===== config.mk =====
export PLATFORM = sky130hd
export DESIGN_NAME = tbus_enable_arbiter
export DESIGN_NICKNAME = d
export VERILOG_FILES = /design/src/rtl/tbus_enable_arbiter.sv
export SDC_FILE = /design/constraint.sdc
export NUM_CORES = 1
export LEC_CHECK = 0
export ABC_AREA = 1
export BUFFER_PORTS_ARGS = -buffer_cell sky130_fd_sc_hd__buf_4
export CAP_MARGIN = 0
export CORE_ASPECT_RATIO = 0.6
export CORE_MARGIN = 2
export CORE_UTILIZATION = 50
export DETAILED_ROUTE_END_ITERATION = 8
export PLACE_DENSITY_LB_ADDON = 0.3
export REMOVE_ABC_BUFFERS = 1
export SYNTH_ARGS = -nofsm -noshare
export SYNTH_HDL_FRONTEND = slang
export SYNTH_SLANG_ARGS = --single-unit

===== constraint.sdc =====
create_clock -name CLK -period 2.6 [get_ports CLK]
set_input_delay 0.52 -clock CLK [delete_from_list [all_inputs] [get_ports CLK]]
set_output_delay 0.52 -clock CLK [all_outputs]
set_load 0.02 [all_outputs]

===== src/rtl/tbus_enable_arbiter.sv =====
// Round-robin owner arbiter for a wired tristate net; drives one-hot-or-zero EN with a dead gap between owners.
// Grant appears one cycle after a request is sampled in IDLE; each hand-over inserts TURN_GAP all-off cycles.
module tbus_enable_arbiter #(
  parameter int N_REQ    = 4,
  parameter int TURN_GAP = 1,
  parameter int MAX_HOLD = 8,
  parameter int OW       = $clog2(N_REQ)
) (
  input  logic             CLK,
  input  logic             RST,
  input  logic [N_REQ-1:0] REQ,
  output logic [N_REQ-1:0] EN,
  output logic [OW-1:0]    OWNER,
  output logic             BUSY,
  output logic             GAP
);

  typedef enum logic [1:0] {S_IDLE, S_DRIVE, S_DEAD} state_t;

  localparam logic [OW:0]   N_W      = (OW+1)'(N_REQ);
  localparam logic [OW-1:0] LAST_IDX = OW'(N_REQ-1);
  localparam logic [7:0]    HOLD_LIM = 8'(MAX_HOLD-1);
  localparam logic [3:0]    GAP_INIT = 4'(TURN_GAP-1);

  state_t             state_q, state_d;
  logic [N_REQ-1:0]   en_q, en_d;
  logic [OW-1:0]      owner_q, owner_d;
  logic               busy_q;
  logic               gap_q, gap_d;
  logic [OW-1:0]      rr_ptr_q, rr_ptr_d;
  logic [7:0]         hold_cnt_q, hold_cnt_d;
  logic [3:0]         gap_cnt_q, gap_cnt_d;

  logic [2*N_REQ-1:0] req_rot;
  logic [N_REQ-1:0]   req_win;
  logic [OW-1:0]      off;
  logic [OW:0]        sum;
  logic [OW-1:0]      winner;
  logic               any_req, own_req, other_req, do_grant;

  // Rotate requests so rr_ptr sits at bit 0; the lowest set bit is the winner's offset.
  always_comb begin
    req_rot = {REQ, REQ} >> rr_ptr_q;
    req_win = req_rot[N_REQ-1:0];
    off     = '0;
    for (int j = N_REQ-1; j >= 0; j--) begin
      if (req_win[j]) off = OW'(j);
    end
    sum = {1'b0, rr_ptr_q} + {1'b0, off};
    if (sum >= N_W) sum = sum - N_W;
    winner = sum[OW-1:0];
  end

  assign any_req   = |REQ;
  assign own_req   = |(REQ & en_q);
  assign other_req = |(REQ & ~en_q);

  always_comb begin
    state_d    = state_q;
    en_d       = en_q;
    owner_d    = owner_q;
    gap_d      = gap_q;
    rr_ptr_d   = rr_ptr_q;
    hold_cnt_d = hold_cnt_q;
    gap_cnt_d  = gap_cnt_q;
    do_grant   = 1'b0;
    case (state_q)
      S_IDLE: begin
        if (any_req) do_grant = 1'b1;
      end
      S_DRIVE: begin
        if (hold_cnt_q != HOLD_LIM) hold_cnt_d = hold_cnt_q + 8'd1;
        // A dropped request and an expired hold on the same edge collapse into one release.
        if (!own_req || (hold_cnt_q == HOLD_LIM && other_req)) begin
          en_d      = '0;
          gap_d     = 1'b1;
          gap_cnt_d = GAP_INIT;
          state_d   = S_DEAD;
        end
      end
      S_DEAD: begin
        if (gap_cnt_q == 4'd0) begin
          gap_d = 1'b0;
          if (any_req) do_grant = 1'b1;
          else         state_d  = S_IDLE;
        end else begin
          gap_cnt_d = gap_cnt_q - 4'd1;
        end
      end
      default: state_d = S_IDLE;
    endcase
    if (do_grant) begin
      en_d         = '0;
      en_d[winner] = 1'b1;
      owner_d      = winner;
      rr_ptr_d     = (winner == LAST_IDX) ? '0 : winner + OW'(1);
      hold_cnt_d   = '0;
      state_d      = S_DRIVE;
    end
  end

  always_ff @(posedge CLK) begin
    if (RST) begin
      state_q    <= S_IDLE;
      en_q       <= '0;
      owner_q    <= '0;
      busy_q     <= 1'b0;
      gap_q      <= 1'b0;
      rr_ptr_q   <= '0;
      hold_cnt_q <= '0;
      gap_cnt_q  <= '0;
    end else begin
      state_q    <= state_d;
      en_q       <= en_d;
      owner_q    <= owner_d;
      busy_q     <= |en_d;
      gap_q      <= gap_d;
      rr_ptr_q   <= rr_ptr_d;
      hold_cnt_q <= hold_cnt_d;
      gap_cnt_q  <= gap_cnt_d;
    end
  end

  assign EN    = en_q;
  assign OWNER = owner_q;
  assign BUSY  = busy_q;
  assign GAP   = gap_q;

endmodule


# ---- Yosys cells after proc, flatten, opt, wreduce, memory -nomap -nowiden
# Cells that the tools add are included.
dict set report word_totals {
  regBits 24
  input_bits 6
  out_inout_bits 8
  word_cells 77
}
dict set report classes {
  add_sub_neg 5
  n_lt_le_gt_ge 3
  eq_ne 13
  shift 1
  n_mux 25
  bitwise 4
  n_reduce_logical 17
}
# op count
set ops {}
lappend ops {{2-to-1 mux 4 bit} 5}
lappend ops {{2-to-1 mux 2 bit} 9}
lappend ops {{OR reduction 4 bit} 4}
lappend ops {{inequality test 2 bit, second input constant} 5}
lappend ops {{inequality test 3 bit, second input constant} 3}
lappend ops {{adder 8 x 1 -> 8 bit, second input constant} 1}
lappend ops {{bitwise AND 4 bit} 2}
lappend ops {{equality test 8 x 3 -> 1 bit, second input constant} 1}
lappend ops {{inequality test 8 x 3 -> 1 bit, second input constant} 1}
lappend ops {{case mux 4 bit (2 select lines)} 1}
lappend ops {{AND reduction 4 bit} 2}
lappend ops {{>> shifter 8 x 2 -> 4 bit} 1}
lappend ops {{2-to-1 mux 1 bit} 6}
lappend ops {{case mux 2 bit (3 select lines)} 1}
lappend ops {{AND reduction 3 bit} 2}
lappend ops {{equality test 2 bit, second input constant} 2}
lappend ops {{zero test 4 bit} 1}
lappend ops {{NOT 4 bit} 1}
lappend ops {{case mux 1 bit (2 select lines)} 2}
lappend ops {{subtractor 4 x 1 -> 4 bit, second input constant} 1}
lappend ops {{adder 2 x 2 -> 3 bit} 1}
lappend ops {{greater-or-equal comparator 3 bit, second input constant} 1}
lappend ops {{< comparator 2 x 3 -> 1 bit, second input constant} 1}
lappend ops {{adder 2 x 1 -> 2 bit, second input constant} 1}
lappend ops {{other kinds (12)} 13}

# ---- Logic depth before layout (Yosys ltp)
dict set report depth {
  depth_word 14
  mapped_depth 19
  mapped_depth_nobuf 19
}

# ---- Worst setup path before layout
# No wires, ideal clock.
dict set report synth_path {
  path_kind {input-to-reg}
  from {input REQ[1]}
  to {register busy_q, in the netlist BUSY}
  setup_time_ns 0.114
  arrival_time_ns 2.046
  required_time_ns 2.486
  setup_slack_ns 0.440
  path_stages 17
  path_buffers 0
  path_cell_list {nand2_1 -> nand3_1 -> nand2_1 -> nand3_1 -> a21boi_0 -> ha_1 -> xor2_1 -> nand2_1 -> nand2_1 -> inv_1 -> ha_1 -> nand2_1 -> nand2_1 -> nor2_1 -> nand2_1 -> nand2_1 -> nand2_1}
}
dict set report synth_via {
  elab_chain_len 14
  word_cells_on_any_way 29
  classes_between {2 x add/sub; 3 x order compare; 1 x shift; 13 x mux; 2 x bitwise; 8 x reduce/logical}
}
# item line
set synth_rtl {}
lappend synth_rtl {{start: declaration} 11} ;# input logic [N_REQ-1:0] REQ,
lappend synth_rtl {{>> shifter 8 x 2 -> 4 bit} 43} ;# req_rot = {REQ, REQ} >> rr_ptr_q;
lappend synth_rtl {{2-to-1 mux 2 bit (4 in series)} 47} ;# if (req_win[j]) off = OW'(j);
lappend synth_rtl {{adder 2 x 2 -> 3 bit} 49} ;# sum = {1'b0, rr_ptr_q} + {1'b0, off};
lappend synth_rtl {{greater-or-equal comparator 3 bit / subtractor 2 x 1 -> 2 bit (equally long branches)} 50} ;# if (sum >= N_W) sum = sum - N_W;
lappend synth_rtl {{2-to-1 mux 2 bit} 50}
lappend synth_rtl {{< comparator 2 x 3 -> 1 bit (not written as such) / greater-or-equal comparator 2 x 1 -> 1 bit (equally long branches)} 94} ;# en_d[winner] = 1'b1;
lappend synth_rtl {{logical AND 1 bit (not written as such)} 94}
lappend synth_rtl {{2-to-1 mux 1 bit (not written as such)} 94}
lappend synth_rtl {{demux 1 bit (select 2 bit)} 94}
lappend synth_rtl {{2-to-1 mux 4 bit *} 92} ;# if (do_grant) begin
lappend synth_rtl {{OR reduction 4 bit *} 116} ;# busy_q <= |en_d;
lappend synth_rtl {{end signal: assignment} 116}
lappend synth_rtl {{end: declaration} 28} ;# logic busy_q;
# Mark *: on every way between the ends. The rest lies on a longest branch, timed or not.
# A chain may end at the register's enable or synchronous reset.

# ---- Final worst setup path
dict set report layout_path {
  from {register rr_ptr_q[0]}
  to {register busy_q, in the netlist BUSY}
}
dict set report layout_via {
  elab_chain_len 14
  word_cells_on_any_way 16
  classes_between {2 x add/sub; 3 x order compare; 1 x shift; 8 x mux; 2 x reduce/logical}
}
# item line
set layout_rtl {}
lappend layout_rtl {{start: declaration} 30} ;# logic [OW-1:0] rr_ptr_q, rr_ptr_d;
lappend layout_rtl {{start signal: assignment} 118} ;# rr_ptr_q <= rr_ptr_d;
lappend layout_rtl {{>> shifter 8 x 2 -> 4 bit} 43}
lappend layout_rtl {{2-to-1 mux 2 bit (4 in series)} 47}
lappend layout_rtl {{adder 2 x 2 -> 3 bit *} 49}
lappend layout_rtl {{greater-or-equal comparator 3 bit / subtractor 2 x 1 -> 2 bit (equally long branches)} 50}
lappend layout_rtl {{2-to-1 mux 2 bit *} 50}
lappend layout_rtl {{< comparator 2 x 3 -> 1 bit (not written as such) / greater-or-equal comparator 2 x 1 -> 1 bit (equally long branches)} 94}
lappend layout_rtl {{logical AND 1 bit (not written as such)} 94}
lappend layout_rtl {{2-to-1 mux 1 bit (not written as such)} 94}
lappend layout_rtl {{demux 1 bit (select 2 bit) *} 94}
lappend layout_rtl {{2-to-1 mux 4 bit *} 92}
lappend layout_rtl {{OR reduction 4 bit *} 116}
# Marks and branches as above.

==> run metrics <==
outcome finished, final reports clean; routed length per instance 11.6 um; post-route ant nets 0; #FFs+latches synth 24; First DRT Iteration DRCs 119; peak supply drop 0.000692 V; via/cell ratio 5.08; Rows 14; gr ovfl total 0; number of global-route vias before repair 1080; Critical Path End Type register; fmax 450 MHz; Worst Slack Setup Final 0.378 ns; clock-pin slew on the worst setup and hold paths 0.08 ns; Critical Path RT 2.77 ns; post-synthesis sequential area ratio 36.4%; Avg Cell Area, Syn 6.88 um2; Slew headroom 80.4%; Final #Nets 220; Seq. cell area 483 um2; post-synthesis cell count 192; Residual DRC 0; Routed WL 2.77 mm; CTS tree done; Layout fillers 221; io pins 14; Root Buffer clkbuf_8; Leakage 0.000693 uW; H-Tree Depth 1; RD Place Congestion 0.867; area grow syn2layout 15.6%; initial antenna violation count 0; multi-input logic area 737 um2; startpoint types register; pwr/cell area 1190 nW/um2; DRT Pass-1 Iters 4; Final min period 2.22 ns; Starting Density 52.7%; CTS buffer count 3; ANT cells 0; post-synth cell types 27; synthesized area 1320 um2; share of cells above drive strength 1 15.9%; DP Worst Slack 0.0940 ns; Area after DPL 1450 um2; WHS 0.485 ns; Max Cap Violations 0; final instance area 1530 um2; CTS Buffer Depth 2; Setup Buffers After CTS 0; largest net degree at the start of global routing 15; first-pass GRT wire length 4.76 mm; reg-to-reg slack, setup 0.38 ns; slowest CP cell dfxtp_2; die area 3080 um2; Hold Crit Class register to register; Crit Path Class register to register; final-report setup violation count 0; RSZ-0062 raised after global routing false; clk sinks 24; critical-path cell list inv_2 -> nand2_1 -> nand3_1 -> nand2_1 -> nand3_1 -> a21boi_2 -> ha_1 -> xor2_1 -> nand2_1 -> nand2_1 -> inv_1 -> ha_1 -> nand2_1 -> nand2_1 -> nor2_1 -> nand2_1 -> nand2_1 -> nand2_1; DP HPWL 2.17 mm; Top cell by count, worst path nand2_1; Hold Violations, Final 0; Worst-Margin Slew 0.293 ns; Setup TNS 0 ns; Clock Latency Late Sink 0.27 ns; Yosys warnings 0; fin. max-slew vios 0; chip width 70.3 um; Core Box Area 2500 um2; DR vias 1215; Final period util 85.5%; hold_buf cts 0; overall global routing resource usage 20.1%; Die H 43.8 um; Critical Path AT 2.39 ns; Fin Clk Skew 0.00514 ns; crit path max fanout 7; max incr delay on CP 0.41 ns; PortBufs 13
[final timing paths]
| path | from | to | cells after the start |
|---|---|---|---|
| worst max-delay path | rr_ptr_q[0] | BUSY | 18 |
| worst min-delay path | GAP | GAP | 2 |
| worst max register to register | rr_ptr_q[0] | BUSY | 18 |
| worst min register to register | GAP | GAP | 2 |
[per-layer routing]
| layer | GRT usage, % | share of wire, % |
|---|---|---|
| met1 | 29.1 | 53 |
| met2 | 29.2 | 40 |
| met3 | 5.58 | 5.6 |
| met4 | 5.77 | 1.2 |
| met5 | 0 | 0 |
[worst max-delay path: cells and delay by family, from the launching register on]
family | cells | cell delay [ns]
AND/OR/NAND/NOR | 12 | 0.88
flip-flops | 1 | 0.41
adder cells (fa/ha/maj) | 2 | 0.36
XOR/XNOR | 1 | 0.19
AO/OA/AOI/OAI | 1 | 0.16
buffers and inverters | 2 | 0.13
[stage by stage]
| stage | cells | total power, uW | utilization (%) |
|---|---|---|---|
| after floorplan | 190 | 1220 | - |
| after global placement | 235 | 1440 | 57.8 |
| after detailed placement | 235 | 1470 | 57.8 |
| after CTS | 239 | 1800 | 60.7 |
| after global routing | 239 | 1990 | 60.9 |
| final | 239 | 1810 | 60.9 |
[logic make-up after synthesis]
| logic type | Yosys count | share of synthesized area (%) |
|---|---|---|
| buf+inv | 28 | 8.06 |
| compound gates | 32 | 13.8 |
| xor+xnor | 3 | 1.99 |
| fa+ha+maj | 6 | 5.69 |
| flops | 24 | 36.4 |
| simple gates | 99 | 34.0 |
[sequential cells by signal, summed over array words and instances, names as in the netlist]
register and flops:
state_q 2, EN 4, hold_cnt_q 8, OWNER 2
rr_ptr_q 2, GAP 1, gap_cnt_q 4, BUSY 1
[final cells by class]
cell class                 count  share of cell area [%]
inverter                      26                    6.39
tap                           32                    2.62
clock inverter                 1                    1.97
multi-input combinational    140                    48.3
clock buffer                   3                    2.70
timing repair buffer          13                    6.39
sequential                    24                    31.6
[cell usage after synthesis]
| library cell | n | area (um2) |
|---|---|---|
| or2_0 | 1 | 6.26 |
| o22ai_1 | 1 | 6.26 |
| nor2_2 | 4 | 25.0 |
| or2_1 | 1 | 6.26 |
| nand2_2 | 3 | 18.8 |
| nor4_4 | 1 | 21.3 |
| clkbuf_1 | 1 | 3.75 |
| nand2_1 | 49 | 184 |
| o21ai_1 | 1 | 5.00 |
| nor2_1 | 15 | 56.3 |
| inv_2 | 2 | 7.51 |
| a31oi_1 | 1 | 6.26 |
| clkbuf_2 | 1 | 5.00 |
| nand3_2 | 1 | 10.0 |
| a21oi_1 | 14 | 70.1 |
| ha_1 | 6 | 75.1 |
| a21boi_0 | 1 | 7.51 |
| inv_1 | 24 | 90.1 |
| nand3_1 | 21 | 105 |
| dfxtp_1 | 24 | 480 |
| a31o_2 | 1 | 8.76 |
| nor3_1 | 2 | 10.0 |
| o21a_1 | 1 | 7.51 |
| o21ai_0 | 11 | 55.1 |
| nand4_1 | 1 | 6.26 |
| a21oi_4 | 1 | 16.3 |
| xor2_1 | 3 | 26.3 |
[report_power, final]
| part | switching, uW | total, uW | internal, uW |
|---|---|---|---|
| Clock | 117 | 323 | 206 |
| Sequential | 107 | 583 | 476 |
| Combinational | 561 | 905 | 344 |
| Total | 786 | 1810 | 1030 |
[cell usage in the layout, fill, tap and decap left out, drive strengths merged, types with 2 or more instances in the layout]
| master | n |
|---|---|
| nand2 | 52 |
| inv | 26 |
| dfxtp | 24 |
| nand3 | 22 |
| nor2 | 19 |
| a21oi | 15 |
| buf | 13 |
| o21ai | 12 |
| ha | 6 |
| xor2 | 3 |
| clkbuf | 3 |
| nor3 | 2 |
| or2 | 2 |
[timing repair]
item | CTS | global route
endpoints found under the hold margin | 0 | 0
resized for setup | 0 | 4
endpoints found under the setup margin | 0 | 3
Note: power is estimated with default switching activity, not from simulation.
